===== config.mk =====
export PLATFORM = sky130hd
export DESIGN_NAME = dsm_bitstream_decimator
export DESIGN_NICKNAME = d
export VERILOG_FILES = /design/src/rtl/dsm_bitstream_decimator.sv
export SDC_FILE = /design/constraint.sdc
export NUM_CORES = 1
export LEC_CHECK = 0
export BUFFER_PORTS_ARGS = -buffer_cell sky130_fd_sc_hd__clkbuf_2
export CORE_MARGIN = 2
export CORE_UTILIZATION = 40
export DETAILED_ROUTE_END_ITERATION = 10
export PLACE_DENSITY_LB_ADDON = 0.1
export SYNTH_ARGS = -nofsm -noshare
export SYNTH_HDL_FRONTEND = slang
export SYNTH_SLANG_ARGS = --single-unit

===== constraint.sdc =====
create_clock -name i_clk -period 5.15 [get_ports i_clk]
set_input_delay 0.2575 -clock i_clk [delete_from_list [all_inputs] [get_ports i_clk]]
set_output_delay 0.2575 -clock i_clk [all_outputs]
set_load 0.02 [all_outputs]

===== src/rtl/dsm_bitstream_decimator.sv =====
// CIC (sinc^N) decimator turning a 1-bit delta-sigma density stream into signed PCM.
// Optional macro DSM_DEC_WARMUP_MASK_EN suppresses o_valid for the first CIC_ORDER-1 outputs.
module dsm_bitstream_decimator #(
   parameter int unsigned DATA_WIDTH = 16,
   parameter int unsigned OSR        = 64,
   parameter int unsigned CIC_ORDER  = 2
) (
   input  logic                  i_clk,
   input  logic                  i_rst_n,
   input  logic                  i_bit_en,
   input  logic                  i_bit,
   output logic [DATA_WIDTH-1:0] o_data,
   output logic                  o_valid
);

   localparam int unsigned L     = $clog2(OSR);
   localparam int unsigned W     = CIC_ORDER * L + 2;
   localparam int unsigned XW    = W + DATA_WIDTH;
   localparam int          SHIFT = int'(CIC_ORDER * L) - int'(DATA_WIDTH - 1);
   localparam int unsigned SHR   = (SHIFT > 0) ? $unsigned(SHIFT)  : 0;
   localparam int unsigned SHL   = (SHIFT < 0) ? $unsigned(-SHIFT) : 0;

   localparam logic signed [XW-1:0] MAXV = {{(XW-DATA_WIDTH+1){1'b0}}, {(DATA_WIDTH-1){1'b1}}};
   localparam logic signed [XW-1:0] MINV = ~MAXV;

   if (OSR < 4 || OSR > 256 || (OSR & (OSR - 1)) != 0) begin : g_bad_osr
      $error("OSR must be a power of two in 4..256");
   end
   if (CIC_ORDER < 1 || CIC_ORDER > 3) begin : g_bad_order
      $error("CIC_ORDER must be 1..3");
   end

   logic signed [W-1:0] step;
   logic [L-1:0]        cnt;
   logic                dec;
   logic                warm_ok;

   assign step = i_bit ? W'(1) : {W{1'b1}};

   // Integrator chain: each stage adds the freshly updated value of the previous stage.
   for (genvar k = 0; k < int'(CIC_ORDER); k++) begin : g_int
      logic signed [W-1:0] acc;
      logic signed [W-1:0] acc_nxt;

      if (k == 0) begin : g_first
         assign acc_nxt = acc + step;
      end else begin : g_rest
         assign acc_nxt = acc + g_int[k-1].acc_nxt;
      end

      always_ff @(posedge i_clk or negedge i_rst_n) begin
         if (!i_rst_n) begin
            acc <= '0;
         end else if (i_bit_en) begin
            acc <= acc_nxt;
         end
      end
   end

   // Frame counter; dec is high for the single cycle after the OSR-th accepted bit.
   always_ff @(posedge i_clk or negedge i_rst_n) begin
      if (!i_rst_n) begin
         cnt <= '0;
         dec <= 1'b0;
      end else begin
         dec <= i_bit_en && (cnt == L'(OSR - 1));
         if (i_bit_en) begin
            cnt <= cnt + L'(1);
         end
      end
   end

   // Comb chain reads the registered last integrator, so a bit accepted now is not lost.
   for (genvar k = 0; k < int'(CIC_ORDER); k++) begin : g_cmb
      logic signed [W-1:0] din;
      logic signed [W-1:0] dly;
      logic signed [W-1:0] dout;

      if (k == 0) begin : g_first
         assign din = g_int[CIC_ORDER-1].acc;
      end else begin : g_rest
         assign din = g_cmb[k-1].dout;
      end
      assign dout = din - dly;

      always_ff @(posedge i_clk or negedge i_rst_n) begin
         if (!i_rst_n) begin
            dly <= '0;
         end else if (dec) begin
            dly <= din;
         end
      end
   end

   logic signed [XW-1:0]         comb_ext;
   logic signed [XW-1:0]         scaled;
   logic signed [DATA_WIDTH-1:0] sat;

   // Rescale to DATA_WIDTH full scale, then clamp.
   always_comb begin
      comb_ext = XW'(g_cmb[CIC_ORDER-1].dout);
      scaled   = (comb_ext <<< SHL) >>> SHR;
      sat      = scaled[DATA_WIDTH-1:0];
      if (scaled > MAXV) begin
         sat = MAXV[DATA_WIDTH-1:0];
      end else if (scaled < MINV) begin
         sat = MINV[DATA_WIDTH-1:0];
      end
   end

`ifdef DSM_DEC_WARMUP_MASK_EN
   localparam int unsigned WARM = CIC_ORDER - 1;
   logic [1:0] warm;

   assign warm_ok = (warm == 2'(WARM));

   always_ff @(posedge i_clk or negedge i_rst_n) begin
      if (!i_rst_n) begin
         warm <= '0;
      end else if (dec && !warm_ok) begin
         warm <= warm + 2'd1;
      end
   end
`else
   assign warm_ok = 1'b1;
`endif

   always_ff @(posedge i_clk or negedge i_rst_n) begin
      if (!i_rst_n) begin
         o_data  <= '0;
         o_valid <= 1'b0;
      end else begin
         o_valid <= dec && warm_ok;
         if (dec) begin
            o_data <= sat;
         end
      end
   end

endmodule

==> results of run 1 <==
==> Yosys cell counts, types with 3 or more instances <==
master / instances / area (um2)
a211oi_1: 5 / 37.5
a21boi_0: 4 / 30.0
a21o_1: 14 / 105
a21oi_1: 34 / 170
a31oi_1: 12 / 75.1
and2_1: 3 / 18.8
buf_4: 3 / 22.5
clkbuf_1: 12 / 45.0
dfrtp_1: 78 / 1950
fa_1: 4 / 80.1
ha_1: 52 / 651
inv_1: 41 / 154
mux2_2: 26 / 293
nand2_1: 51 / 191
nand2b_1: 7 / 43.8
nand4_1: 5 / 31.3
nor2_1: 30 / 113
nor2b_1: 16 / 100
nor3_1: 3 / 15.0
o211ai_1: 11 / 82.6
o21a_1: 10 / 75.1
o21ai_0: 48 / 240
o21ai_1: 5 / 25.0
o21bai_1: 4 / 30.0
o311ai_0: 3 / 26.3
o31a_1: 3 / 26.3
xnor2_1: 33 / 289
xor2_1: 13 / 114
==> per-layer routing <==
layer	vias to the layer above	track usage, %	routed length, um	part of all wire (%)
met4	0	8.46	304	3.0
met3	14	2.42	217	2.1
met2	36	26.1	4820	47
met1	1863	19.3	4800	47
met5	-	0	0	0
li1	2035	-	-	-
==> cells by family after synthesis <==
group,synth area share [%]
adders and majority gates,13.7
buffers and inverters,4.59
AOI/OAI and AO/OA,20.7
DFF,36.5
xor gates and xnor gates,7.54
and+or+nand+nor,10.8
muxes,6.14
==> how the worst max path moves through the flow <==
stage,startpoint,endpoint,cells after the start
3_3_place_gp,g_cmb[0].din[0],o_data[3],18
4_1_cts,g_cmb[0].din[0],o_data[3],18
6_report,g_cmb[0].din[0],o_data[3],18
2_1_floorplan,g_cmb[0].din[0],o_data[15],20
3_5_place_dp,g_cmb[0].din[0],o_data[3],18
5_1_grt,g_cmb[0].din[0],o_data[3],18
==> through the flow <==
| stage | worst slack, ps | cell area, um2 |
|---|---|---|
| after floorplan | 1170 | 5340 |
| after global placement | 595 | 5590 |
| after detailed placement | 536 | 5590 |
| after CTS | 500 | 5880 |
| after global routing | 50.9 | 5880 |
| final | 555 | 5880 |
==> state kept, by name, summed over array words and instances, names as in the netlist <==
register   cells
g_cmb.dly     28
g_cmb.din     14
g_int.acc     14
o_data        14
cnt            6
dec            1
o_valid        1
==> area by class of cell <==
type                    instances  area share (%)
inverters                      42            2.68
clock buffers                  16            4.79
repair buffers                 22            2.00
well taps                     176            3.75
flip-flops and latches         78            33.2
multi-input cells             427            53.5
==> worst max-delay path, cell delays in order, from the launching register on <==
cell	delay [ps]
dfrtp_1	410
inv_1	80
ha_1	160
inv_1	50
fa_1	390
a21o_1	170
a21oi_1	200
nand2b_1	160
a21oi_1	90
o31a_1	270
nor2_1	120
xnor2_1	100
ha_1	350
a21o_1	120
a21o_1	170
a21oi_1	70
xnor2_1	840
o211ai_2	500
o311ai_1	230
==> reports/results.tsv, run 1 <==
metric	value	unit
status	finished clean	
cts_tree	built	
crit_type	register to register	
htree_levels	3	
relSlewSlack	28.4	%
dieArea	0.0143	mm2
synth-seq-cells	78	
reg2reg_depth	18	
multiInputGateArea	0.00315	mm2
cts_resized	0	
fin_crit	4600	ps
regArea	0.00195	mm2
hpwlAfterDp	7360	um
grt_max_degree	81	
grt_pass1_wl	17900	um
hold_viol	0	
ys_seq_area_share	36.5	%
async_flop_share	100	%
r2r-end	o_data[3]	
die_width	120	um
worst_slew_pin_slew	1070	ps
worstSetupEndpointType	register	
max_freq	0.218	GHz
nets	640	
postLayoutCoreUtil	44.7	%
post-route-period-util	89.2	%
initial_utilization	40.7	%
reg2reg_from	g_cmb[0].din[0]	
layout_commonest_cell	dfrtp_1	
skew	6.79	ps
drt_iter0_drc	192	
io_pins	21	
post_cts_buffers	0	
cp.arrival	4830	ps
avgSynthCellArea	9.46	um2
synth_area	0.00534	mm2
cts_max_path_buffers	2	
fin_cells	761	
synth-edff-count	0	
overflow	0	
rsz0062_at_grt	no	
rows	42	
track_usage	15.6	%
gp_congestion	0.778	
die_h	120	um
grt_pass1_vias	3945	
antenna_left	0	
ff2ff_setup_slack	550	ps
max_cap_violations	0	
synth.distinct_cells	58	
cts_buffers	9	
mostFrequentLayoutCells	dfrtp_1 (77), ha_1 (52), nand2_1 (51)	
synth_ff_type	dfrtp_1	
cp_max_fo	14	
diodes	0	
clk_latency	350	ps
core-area	0.0131	mm2
drv_slew	0	
clock-root-buffer	clkbuf_16	
timing.setup.tns	0	ps
min_path_type	input pin to async pin	
cts.clk_slew.worst_paths	50	ps
worstPathRequired	5390	ps
finalSetupViolCount	0	
vias	3948	
drive_gt1_share	12.0	%
viasPerCell	5.19	
syn_inst	565	
whs	93.9	ps
postCtsHoldBufs	0	
wl	10100	um
numPortBuffers	20	
drc_errors	0	
dr.pass1.iters	6	
wire_per_inst	13.3	um
area_delta_synth_final	9.98	%
n_fill_cell	1281	
clock-sinks	78	
syn_nets	625	
start_kind	register	
synth_warnings	0	
dp_cells	745	
antenna_found_initial	0	
Power of run 1 is left out: the tool's default activity adds up to more than one toggle a clock period on the data nets, which glitch-free logic cannot reach.
==> run 2: changes to the inputs <==
Settings changed: CAP_MARGIN set to 5, PLACE_DENSITY set to 0.55, PLACE_DENSITY_LB_ADDON 0.1 to unset.
==> run 2 against run 1 <==
Effect of this change:
- first-iteration DRC count fell by 2.6%
- clock skew decreased by 3.0 ps
- register-to-register slack improved by 140 ps
- via count up 1.3%
- final cell count unchanged
- hold slack got worse by 18 ps
- fmax up 3.2%
- cell area is 1.0% higher
- sequential cell count is the same
- core utilization grew 0.47 points
- sequential share of layout area shrank 0.34 points
- largest cell class unchanged
- highest routed layer unchanged
==> reports/results.tsv, run 2 (synthesis gave the netlist of run 1 again) <==
metric	value	unit
status	finished clean	
relSlewSlack	35.0	%
grt_pass1_vias	3999	
post-route-period-util	86.5	%
max_cap_violations	0	
worstPathRequired	5350	ps
largest_reg_flops	28	
clk_latency	350	ps
drive_gt1_share	12.6	%
antenna_left	0	
cts.clk_slew.worst_paths	60	ps
finalSetupViolCount	0	
dieArea	0.0143	mm2
cts_buffers	9	
cts_max_path_buffers	2	
die_h	120	um
rows	42	
rsz0062_at_grt	no	
start_kind	register	
timing.setup.tns	0	ps
drv_slew	0	
gp_congestion	0.795	
numPortBuffers	20	
overflow	0	
top_register	g_cmb.dly	
min_path_type	input pin to async pin	
mostFrequentLayoutCells	dfrtp_1 (77), ha_1 (52), nand2_1 (51)	
die_width	120	um
cp_max_fo	12	
diodes	0	
hold_viol	0	
drc_errors	0	
drt_iter0_drc	187	
cp.arrival	4650	ps
reg2reg_depth	19	
post_cts_buffers	0	
worstSetupEndpointType	register	
r2r-end	o_data[3]	
crit_type	register to register	
cts_resized	0	
viasPerCell	5.25	
clock-sinks	78	
grt_pass1_wl	17900	um
initial_utilization	40.7	%
grt_max_degree	79	
reg2reg_from	g_cmb[0].din[0]	
nets	640	
postCtsHoldBufs	0	
core-area	0.0131	mm2
hpwlAfterDp	7340	um
antenna_found_initial	0	
area_delta_synth_final	11.1	%
cts_tree	built	
wire_per_inst	13.3	um
io_pins	21	
skew	3.84	ps
htree_levels	3	
ff2ff_setup_slack	700	ps
clock-root-buffer	clkbuf_16	
wl	10100	um
layout_commonest_cell	dfrtp_1	
fin_crit	4450	ps
max_freq	0.225	GHz
worst_slew_pin_slew	976	ps
track_usage	15.4	%
vias	3999	
dr.pass1.iters	4	
==> run 2: cell count changes in the layout (fill, tap and decap cells not counted) <==
cell / before / now
bufinv_16: 0 / 2
clkbuf_1: 4 / 1
clkinv_2: 0 / 1
xnor2_1: 33 / 32
xnor2_2: 0 / 1
==> run 2: stage by stage <==
step                cell area, um2  setup WS, ps  hold WS [ps]  utilization (%)  instances
floorplan                     5340          1170         -38.1                -        565
global placement              5590           668           456             42.6        745
detailed placement            5590           474           469             42.6        745
CTS                           5930           449           123             45.1        761
global route                  5940           321           173             45.2        761
finish                        5940           696          75.5             45.2        761
==> run 2: cell type report <==
class                      instances  area (um2)
timing repair buffer              22         118
multi-input combinational        427        3150
clock inverter                     3        65.1
tap                              176         220
inverter                          42         158
fill                            1278        7200
sequential                        78        1950
clock buffer                      13         270
==> run 2: worst max-delay path by stage <==
| stage | cells after the start | to | startpoint | slack, ps |
|---|---|---|---|---|
| global placement | 18 | o_data[3] | g_cmb[0].din[0] | 670 |
| floorplan | 20 | o_data[15] | g_cmb[0].din[0] | 1170 |
| global route | 19 | o_data[4] | g_cmb[0].din[0] | 320 |
| detailed placement | 18 | o_data[3] | g_cmb[0].din[0] | 470 |
| CTS | 18 | o_data[3] | g_cmb[0].din[0] | 450 |
| finish | 19 | o_data[3] | g_cmb[0].din[0] | 700 |
==> run 2: critical path, cell delays in order, from the launching register on <==
cell	delay (ps)
dfrtp_1	400
inv_1	90
ha_1	160
inv_1	50
fa_1	410
a21o_1	180
a21oi_1	210
nand2b_1	150
a21oi_1	90
o31a_1	280
nor2_1	120
xnor2_1	150
ha_1	310
a21o_1	180
a21o_1	220
o41ai_2	380
nor3_2	80
and3_4	210
o211ai_2	460
o311ai_1	180
==> run 2: layer usage <==
layer | share of wire, % | global-route usage (%) | wire (um) | vias to the layer above
met5 | 0 | 0 | 0 | -
met4 | 2.0 | 7.35 | 203 | 0
met3 | 2.8 | 2.57 | 287 | 11
met2 | 48 | 26.5 | 4910 | 58
met1 | 47 | 18.8 | 4730 | 1897
li1 | - | - | - | 2033
Power of run 2 is left out for the same reason.
